<file path="config.mk">
export PLATFORM = sky130hd
export DESIGN_NAME = l2_norm_driver_flat
export DESIGN_NICKNAME = d
export VERILOG_FILES = /design/src/rtl/l2_norm_driver_if.sv /design/src/rtl/l2_norm_driver.sv /design/src/flat_wrapper.sv
export SDC_FILE = /design/constraint.sdc
export NUM_CORES = 1
export LEC_CHECK = 0
export ABC_AREA = 1
export CAP_MARGIN = 20
export CORE_MARGIN = 2
export CORE_UTILIZATION = 45
export CTS_CLUSTER_DIAMETER = 30
export CTS_CLUSTER_SIZE = 8
export DETAILED_ROUTE_END_ITERATION = 8
export SYNTH_ARGS = -nofsm -noshare
export SYNTH_HDL_FRONTEND = slang
export SYNTH_SLANG_ARGS = --single-unit
</file>
<file path="constraint.sdc">
create_clock -name clk -period 2.8 [get_ports clk]
set_input_delay 0.7 -clock clk [delete_from_list [all_inputs] [get_ports clk]]
set_output_delay 0.7 -clock clk [all_outputs]
set_load 0.01 [all_outputs]
</file>
<file path="src/rtl/l2_norm_driver_if.sv">
// Link between the L2-norm sequencer and the norm unit it feeds.
// The master side (the sequencer) drives bytes and the accumulator clear.
// The slave side (the norm unit) returns the running root and its strobe.
interface l2_norm_driver_if;
  logic       acc_clr;
  logic [7:0] a_out;
  logic       a_valid;
  logic [9:0] g_in;
  logic       g_valid;

  modport master (output acc_clr, a_out, a_valid, input g_in, g_valid);
  modport slave  (input acc_clr, a_out, a_valid, output g_in, g_valid);
endinterface

</file>
<file path="src/rtl/l2_norm_driver.sv">
// l2_norm_driver: initiator-side sequencer for the L2-norm datapath.
// Holds a byte vector in a local buffer. On start it clears the norm unit's
// accumulator, streams the vector one byte per cycle, and counts the result
// strobes. It then captures the final root and pulses done.
// Optional feature: define L2_DRV_TIMEOUT_EN to add a DRAIN watchdog. The
// watchdog aborts with an err pulse after TIMEOUT strobe-free cycles.
module l2_norm_driver #(
  parameter int DEPTH   = 16,
  parameter int TIMEOUT = 32,
  localparam int AW = $clog2(DEPTH),
  localparam int LW = AW + 1
) (
  input  logic          clk,
  input  logic          reset_n,
  input  logic          wr_en_i,
  input  logic [AW-1:0] wr_addr_i,
  input  logic [7:0]    wr_data_i,
  input  logic [LW-1:0] len_i,
  input  logic          start_i,
  output logic          busy_o,
  output logic [9:0]    norm_o,
  output logic          done_o,
  output logic          err_o,
  l2_norm_driver_if.master nu
);

  typedef enum logic [2:0] {
    S_IDLE   = 3'd0,
    S_CLEAR  = 3'd1,
    S_STREAM = 3'd2,
    S_DRAIN  = 3'd3,
    S_DONE   = 3'd4
  } state_t;

  localparam logic [LW-1:0] DEPTH_L = LW'(DEPTH);
  localparam logic [LW-1:0] ONE_L   = LW'(1);

  // Catch unusable parameterisations at elaboration time.
  if (DEPTH < 2 || DEPTH > 64 || (DEPTH & (DEPTH - 1)) != 0 || TIMEOUT < 1) begin : g_bad_cfg
    $error("l2_norm_driver: illegal DEPTH/TIMEOUT");
  end

  // A launch length is legal when 1 <= len <= DEPTH.
  function automatic logic len_ok(input logic [LW-1:0] l);
    return (l != {LW{1'b0}}) && (l <= DEPTH_L);
  endfunction

  logic [7:0]    mem_q [DEPTH];
  state_t        state_q, state_d;
  logic [LW-1:0] len_q, len_d;
  logic [LW-1:0] idx_q, idx_d;
  logic [LW-1:0] cnt_q, cnt_d;
  logic          acc_clr_q, acc_clr_d;
  logic [7:0]    a_out_q, a_out_d;
  logic          a_valid_q, a_valid_d;
  logic          busy_q, busy_d;
  logic [9:0]    norm_q, norm_d;
  logic          done_q, done_d;
  logic          err_q, err_d;
`ifdef L2_DRV_TIMEOUT_EN
  localparam int WW = $clog2(TIMEOUT + 1);
  logic [WW-1:0] wd_q, wd_d;
`endif

  // Buffer write port; the buffer is locked while a run is in flight.
  always_ff @(posedge clk) begin
    if (wr_en_i && !busy_q) begin
      mem_q[wr_addr_i] <= wr_data_i;
    end
  end

  // Next-state and registered-output logic for the sequencer.
  always_comb begin
    state_d   = state_q;
    len_d     = len_q;
    idx_d     = idx_q;
    cnt_d     = cnt_q;
    acc_clr_d = 1'b0;
    a_out_d   = 8'd0;
    a_valid_d = 1'b0;
    norm_d    = norm_q;
    done_d    = 1'b0;
    err_d     = 1'b0;
`ifdef L2_DRV_TIMEOUT_EN
    wd_d      = wd_q;
`endif
    case (state_q)
      S_IDLE: begin
        if (start_i) begin
          if (len_ok(len_i)) begin
            len_d     = len_i;
            cnt_d     = {LW{1'b0}};
            acc_clr_d = 1'b1;
            state_d   = S_CLEAR;
          end else begin
            err_d = 1'b1;
          end
        end else begin
          state_d = S_IDLE;
        end
      end
      S_CLEAR: begin
        // First byte is issued directly so there is no bubble after the clear.
        a_valid_d = 1'b1;
        a_out_d   = mem_q[0];
        idx_d     = ONE_L;
        state_d   = S_STREAM;
      end
      S_STREAM: begin
        if (nu.g_valid) begin
          cnt_d = cnt_q + ONE_L;
        end else begin
          cnt_d = cnt_q;
        end
        if (idx_q == len_q) begin
          state_d = S_DRAIN;
`ifdef L2_DRV_TIMEOUT_EN
          wd_d    = {WW{1'b0}};
`endif
        end else begin
          a_valid_d = 1'b1;
          a_out_d   = mem_q[idx_q[AW-1:0]];
          idx_d     = idx_q + ONE_L;
        end
      end
      S_DRAIN: begin
        if (nu.g_valid) begin
`ifdef L2_DRV_TIMEOUT_EN
          wd_d = {WW{1'b0}};
`endif
          if ((cnt_q + ONE_L) == len_q) begin
            norm_d  = nu.g_in;
            done_d  = 1'b1;
            state_d = S_DONE;
          end else begin
            cnt_d = cnt_q + ONE_L;
          end
        end else begin
`ifdef L2_DRV_TIMEOUT_EN
          if (wd_q == WW'(TIMEOUT - 1)) begin
            err_d   = 1'b1;
            state_d = S_IDLE;
          end else begin
            wd_d = wd_q + {{(WW-1){1'b0}}, 1'b1};
          end
`else
          state_d = S_DRAIN;
`endif
        end
      end
      S_DONE: begin
        state_d = S_IDLE;
      end
      default: begin
        state_d = S_IDLE;
      end
    endcase
    busy_d = (state_d != S_IDLE);
  end

  // State and output registers; async reset drops every output at once.
  always_ff @(posedge clk or negedge reset_n) begin
    if (!reset_n) begin
      state_q   <= S_IDLE;
      len_q     <= {LW{1'b0}};
      idx_q     <= {LW{1'b0}};
      cnt_q     <= {LW{1'b0}};
      acc_clr_q <= 1'b0;
      a_out_q   <= 8'd0;
      a_valid_q <= 1'b0;
      busy_q    <= 1'b0;
      norm_q    <= 10'd0;
      done_q    <= 1'b0;
      err_q     <= 1'b0;
`ifdef L2_DRV_TIMEOUT_EN
      wd_q      <= {WW{1'b0}};
`endif
    end else begin
      state_q   <= state_d;
      len_q     <= len_d;
      idx_q     <= idx_d;
      cnt_q     <= cnt_d;
      acc_clr_q <= acc_clr_d;
      a_out_q   <= a_out_d;
      a_valid_q <= a_valid_d;
      busy_q    <= busy_d;
      norm_q    <= norm_d;
      done_q    <= done_d;
      err_q     <= err_d;
`ifdef L2_DRV_TIMEOUT_EN
      wd_q      <= wd_d;
`endif
    end
  end

  assign nu.acc_clr = acc_clr_q;
  assign nu.a_out   = a_out_q;
  assign nu.a_valid = a_valid_q;
  assign busy_o     = busy_q;
  assign norm_o     = norm_q;
  assign done_o     = done_q;
  assign err_o      = err_q;

endmodule

</file>
<file path="src/flat_wrapper.sv">
// flat-port wrapper written by rule: the top's interface ports become plain ports
module l2_norm_driver_flat 
#(
  parameter int DEPTH   = 16,
  parameter int TIMEOUT = 32,
  localparam int AW = $clog2(DEPTH),
  localparam int LW = AW + 1
)
  (clk, reset_n, wr_en_i, wr_addr_i, wr_data_i, len_i, start_i, busy_o, norm_o, done_o, err_o, nu_acc_clr, nu_a_out, nu_a_valid, nu_g_in, nu_g_valid);
  l2_norm_driver_if nu_i ();
  input  logic clk;
  input  logic reset_n;
  input  logic wr_en_i;
  input  logic [AW-1:0] wr_addr_i;
  input  logic [7:0] wr_data_i;
  input  logic [LW-1:0] len_i;
  input  logic start_i;
  output logic busy_o;
  output logic [9:0] norm_o;
  output logic done_o;
  output logic err_o;
  output wire logic [$bits(nu_i.acc_clr)-1:0] nu_acc_clr;
  output wire logic [$bits(nu_i.a_out)-1:0] nu_a_out;
  output wire logic [$bits(nu_i.a_valid)-1:0] nu_a_valid;
  input wire logic [$bits(nu_i.g_in)-1:0] nu_g_in;
  input wire logic [$bits(nu_i.g_valid)-1:0] nu_g_valid;
  assign nu_acc_clr = nu_i.acc_clr;
  assign nu_a_out = nu_i.a_out;
  assign nu_a_valid = nu_i.a_valid;
  assign nu_i.g_in = nu_g_in;
  assign nu_i.g_valid = nu_g_valid;
  l2_norm_driver #(.DEPTH(DEPTH), .TIMEOUT(TIMEOUT)) u_core (.clk(clk), .reset_n(reset_n), .wr_en_i(wr_en_i), .wr_addr_i(wr_addr_i), .wr_data_i(wr_data_i), .len_i(len_i), .start_i(start_i), .busy_o(busy_o), .norm_o(norm_o), .done_o(done_o), .err_o(err_o), .nu(nu_i));
endmodule
</file>
==> results <==
- The flow ran to the end, and the final reports show no timing, DRC or antenna violations.
- The final layout contains 776 nets.
- The via count of the first global-routing pass is 4874.
- The post-route clock skew is 0.00823 ns.
- Relative to the synthesized area, the layout overhead comes to 20.9%.
- The worst-case hold slack is 0.264 ns.
- In this run, synthesis produced a sequential element count of 169.
- For this run, design rule violations remaining after detail routing come to 0.
- The number of hold-slack violations in the final timing report is 0.
- Cells with a size suffix above 1 make up 10.2% of the layout.
- Setup repair after global routing left no endpoint under its margin.
- The via count of the routed design is 4992.
- In this run the post-CTS setup repair buffer count came out at 0.
- Summed over all layers, the global routing overflow is 0.
- No sink is reached through more buffers than the 2 on the longest clock path.
- The core occupancy in the finished layout is 56.0%.
- Entering global routing, the biggest net connects 48 pins.
- By area the synthesized netlist is led by sky130_fd_sc_hd__edfxtp_1 54%, sky130_fd_sc_hd__dfrtp_1 14%, sky130_fd_sc_hd__nand2_1 9.6%, sky130_fd_sc_hd__nand3_1 8.9%, sky130_fd_sc_hd__inv_1 2.3%.
- The number of nets in the synthesized netlist is 700.
- The die width is 130 um.
- The number of buffers created by CTS is 17.
- The count of input and output buffers is 54.
- The detailed router finished its first iteration with 425 violations.
- Post-CTS repair changed the size of 0 cells.
- The worst-path maximum fanout is 20.
- The iteration count of the initial detailed-routing pass is 5.
- The number of antenna violations at the first check in global routing is 0.
- The startpoint type of the worst setup path is a register.
- The worst path uses 75.5% of the clock period.
- Headroom to the max-slew limit came out at 49.9%.
- In this run the vertical extent of the chip is 130 um.
- Summing the sequential cell areas from Yosys gives 68.7% of the chip area.
- The async set-reset flop share out of synthesis is 24.3%.
- The final count of pins violating max slew was 0.
- The critical path is of the reg2reg type.
- The clock-pin transition on the worst setup and hold timing paths is 0.07 ns.
- The first global-routing pass estimated 25800 um of wire.
- The total wire length after detailed routing is 16800 um.
- The number of flops mapped to enable cells by yosys is 128.
- The power density relative to cell area is 910 nW/um2.
- The final standard cell count with taps included and fillers excluded is 966.
- The average instance area after synthesis is 10.6 um2.
- The path class of the tightest hold or removal check is in2async.
- The number of endpoints failing setup at the final stage is 0.
- The accumulated negative setup slack is 0 ns.
- For the pin with the worst max-slew slack, the measured transition is 0.751 ns.
- In this run the static leakage power is 3.42 nW.
- Using the TritonRoute via totals, the vias-per-cell ratio works out to 5.17.
- The leading cell type by number of instances after synthesis is sky130_fd_sc_hd__nand2_1.
- The power after layout is 7.80 mW.
- The post-route minimum period is 2.11 ns.
- Ranked by instance count, the synthesized netlist is headed by 182 x sky130_fd_sc_hd__nand2_1, 128 x sky130_fd_sc_hd__edfxtp_1, 126 x sky130_fd_sc_hd__nand3_1.
- The count of nets left with antenna violations once routing finished came out at 0.
- The internal reg-to-reg setup slack is 0.69 ns.
- The average wire per cell in the routed design is 17.4 um.
- At the end of routability-driven placement, the weighted congestion stood at 0.889.
- The number of clock sinks is 169.
- The row count is 45.
- The TritonCTS clock tree is yes.
- The netlist uses 27 different library cells.
- The initial cell density of the core is 46.3%.
- The sort of element at the end of the critical path is a register.
- The instance count of the mapped netlist is 666.
- The clock insertion delay at the later pin of the skew report is 0.43 ns.
- The synthesized area is 7090 um2.
- The maximum vdd ir drop is 0.566 mV.
- The final HPWL from detailed placement is 11400 um.
- For this design the top-level I/O count stands at 55.
- The buffer cell driving the clock tree root is sky130_fd_sc_hd__clkbuf_16.
- The global-route usage over all layers is 21.2%.
- Derived from the worst setup path, the maximum achievable clock frequency is 473 MHz.
- The total of hold buffers inserted after clock tree synthesis is 0.
- The H-tree was split into 4 levels.
- Of the post-synthesis cell area, the dominant cell type holds 54.2%.
- The floorplan step defined a die boundary enclosing 16800 um2.
- The placed cell count is 934.
- For this run, the number of Yosys warnings is 0.
- STA puts the critical path data arrival time at 2.43 ns.
- The worst endpoint required time is 3.12 ns.
- The repair_antennas step left the layout with diodes totalling 0.
- The number of violations of the max-capacitance limit is 0.
- The core region is 15300 um2.
- The most area-hungry cell type in the Yosys netlist is sky130_fd_sc_hd__edfxtp_1.
- Among all flip-flop cells after synthesis, the most frequent one is sky130_fd_sc_hd__edfxtp_1.
## per-stage QoR
stage          instance area, um2  worst slack (ns)
2_1_floorplan                7090              1.00
3_3_place_gp                 7990             0.564
3_5_place_dp                 7990             0.561
4_1_cts                      8570             0.651
5_1_grt                      8570             0.430
6_report                     8570             0.687
## worst max-delay path, stage by stage, from the launching register on
cell	delay (ns)
sky130_fd_sc_hd__dfrtp_1	0.83
sky130_fd_sc_hd__inv_2	0.31
sky130_fd_sc_hd__nand2_1	0.13
sky130_fd_sc_hd__a21oi_1	0.07
sky130_fd_sc_hd__nand3_1	0.10
sky130_fd_sc_hd__nand2_1	0.16
sky130_fd_sc_hd__inv_2	0.18
sky130_fd_sc_hd__nand3_1	0.09
sky130_fd_sc_hd__o21ai_0	0.12
## logic make-up (layout without fill, tap and decap cells)
kind of cell    Yosys count  in the layout  share of synthesized area, %
simple gates            359            359                          22.0
flops                   169            169                          68.7
buf+inv                  80            169                          4.68
compound gates           50             50                          3.53
xor+xnor                  5              5                         0.618
fa+ha+maj                 2              2                         0.353
mux                       1              1                         0.159
## flip-flops by register name, summed over array words and instances (netlist names), 3 cells and up
signal and flops:
u_core.mem_q 128, u_core.norm_o 10, u_core.nu.a_out 8, u_core.cnt_q 5, u_core.idx_q 5, u_core.len_q 5
u_core.state_q 3
## power breakdown
group / switching, mW / internal (mW) / leakage [nW] / total, mW
combinational: 1.52 / 0.843 / 1.45 / 2.37
clock: 0.969 / 1.32 / 0.282 / 2.29
sequential: 0.207 / 2.93 / 1.69 / 3.14
## final cells by class
class	count	area, um2
fill	1314	6750
clock buffer	19	433
inverter	50	188
multi-input combinational	417	1890
sequential	169	4870
tap	211	264
clock inverter	13	143
timing repair buffer	87	783
## routing by layer
layer / vias up / part of all wire (%) / GRT usage, %
li1: 2421 / - / -
met4: 0 / 1.9 / 6.77
met2: 154 / 48 / 34.4
met1: 2391 / 44 / 27.9
met5: - / 0 / 0
met3: 26 / 6.3 / 5.70
## path summary, 6_finish.rpt
| check | from | to | depth (start not counted) |
|---|---|---|---|
| worst max-delay path | u_core.idx_q[1] | u_core.nu.a_out[6] | 8 |
| worst min-delay path | reset_n | u_core.cnt_q[3] | 1 |
| worst max register to register | u_core.idx_q[1] | u_core.nu.a_out[6] | 8 |
| worst min register to register | u_core.norm_o[3] | u_core.norm_o[3] | 2 |
| max in group asynchronous | reset_n | u_core.norm_o[1] | 2 |
| min in group clk | u_core.norm_o[3] | u_core.norm_o[3] | 2 |
## placed cells by master (no fill, tap or decap), drive strengths merged
cell type        n
xor2             3
clkdlybuf4s50   53
nand3b           1
xnor2            2
ha               2
or2              1
mux2             1
nand3          129
nand2          184
dfrtp           41
clkinv           7
inv             54
edfxtp         128
nand4            5
nor2            39
a21oi           19
buf             34
bufinv           2
clkbuf          19
o21ai           31
(Power assumes the default switching activity.)
==> variant (same flow settings) <==
`DEPTH` is set to 16 in 2 places; all go to 64.
--- a/src/rtl/l2_norm_driver.sv
+++ b/src/rtl/l2_norm_driver.sv
@@ -7,3 +7,3 @@
 module l2_norm_driver #(
-  parameter int DEPTH   = 16,
+  parameter int DEPTH   = 64,
   parameter int TIMEOUT = 32,
--- a/src/flat_wrapper.sv
+++ b/src/flat_wrapper.sv
@@ -3,3 +3,3 @@
 #(
-  parameter int DEPTH   = 16,
+  parameter int DEPTH   = 64,
   parameter int TIMEOUT = 32,
Interface: changed (resized len_i and wr_addr_i); port bits go from 55 to 59. The function was not compared with the original's and may differ.
==> variant against the unedited design <==
Design area grew to 3.5 times the old value; power grew to 3.8 times the old value; critical path type unchanged; maximum frequency shrank 13%; setup slack lost 0.32 ns; sequential cell count grew 390; routed wire length grew to 3.8 times the old value; synthesized area grew to 3.4 times the old value; die area grew to 3.3 times the old value.
==> variant: results (changes against the unedited design) <==
Met2 wire length: 30,430 um (+280%)
Detailed Place HPWL: 37,830 um (+230%)
Synth area leaders: edfxtp_1, nand2_1, nor2_1, dfrtp_1, nand3_1
R2R Setup Slk: 0.37 ns (-0.32 ns)
CTS max path bufs: 3 (+1)
Filler cells: 4,418 (+240%)
Core Area: 0.05255 mm2 (+240%)
Internal power: 20.68 mW (+310%)
Max FO, Critical Path: 41 (+110%)
Sequential element share of the synthesized area: 69.34% (+0.65 points)
TritonCTS buffer count: 110 (+93)
Pre-CTS setup slack: 0.2038 ns (-0.3571 ns)
Status: complete, no violations
Final Non-Filler Cells: 3,231 (+230%)
First-pass GRT wire length: 96,980 um (+280%)
Area of the multi-input gates: 0.005969 mm2 (+220%)
Placement Cell Area: 0.02588 mm2 (+220%)
M2 GR Usage: 38.58% (+4.2 points)
Max VDD drop: 653.1 uV (+15%)
Power, Total: 29.81 mW (+280%)
Launching point of the worst reg2reg path: u_core.idx_q[0]
Tot GR Track Use: 23.72% (+2.6 points)
Reg clk slew, reported paths: 0.05 ns (-0.02 ns)
Sequential power share: 32.5% (-7.8 points)
Vias after detailed routing: 16,860 (+240%)
WL/cell: 19.81 um (+14%)
Mapped Cells: 2,278 (+240%)
FF/Latch Area: 0.01656 mm2 (+240%)
Worst r2r dst: u_core.nu.a_out[2]
FF+latch count, synth: 559 (+230%)
Area share of buffers outside the clock network: 5.679% (-3.5 points)
Post-synth EDFFs: 512 (+300%)
Non-clock buffer count: 176 (+100%)
Wl on met1: 27,100 um (+270%)
Slew HR: 58.48% (+8.5 points)
Met3 routed WL: 4435 um (+320%)
ClkCell Share: 12.72% (+6.0 points)
Crit-path leading delay family: simple AND/OR/NAND/NOR gates
[variant: worst max path at each step]
stage,startpoint,to,slack (ns),depth (start not counted)
finish,u_core.idx_q[0],u_core.nu.a_out[2],0.37,15
detailed placement,wr_addr_i[0],u_core.mem_q[56][2],0.20,6
global placement,wr_addr_i[0],u_core.mem_q[56][0],0.16,6
floorplan,wr_en_i,u_core.mem_q[23][0],0.59,4
global route,u_core.idx_q[0],u_core.nu.a_out[0],0.22,15
CTS,u_core.idx_q[0],u_core.nu.a_out[2],0.38,15
[variant: logic make-up (layout without fill, tap and decap cells)]
group                    count (synthesis)  count (layout)  share of synthesized area, %
AO/OA/AOI/OAI                          181             181                         3.957
XOR/XNOR                                13              13                        0.4770
buffers and inverters                  321             586                         5.666
AND/OR/NAND/NOR                       1202            1202                         20.46
flip-flops                             559             559                         69.34
adder cells (fa/ha/maj)                  2               2                        0.1048
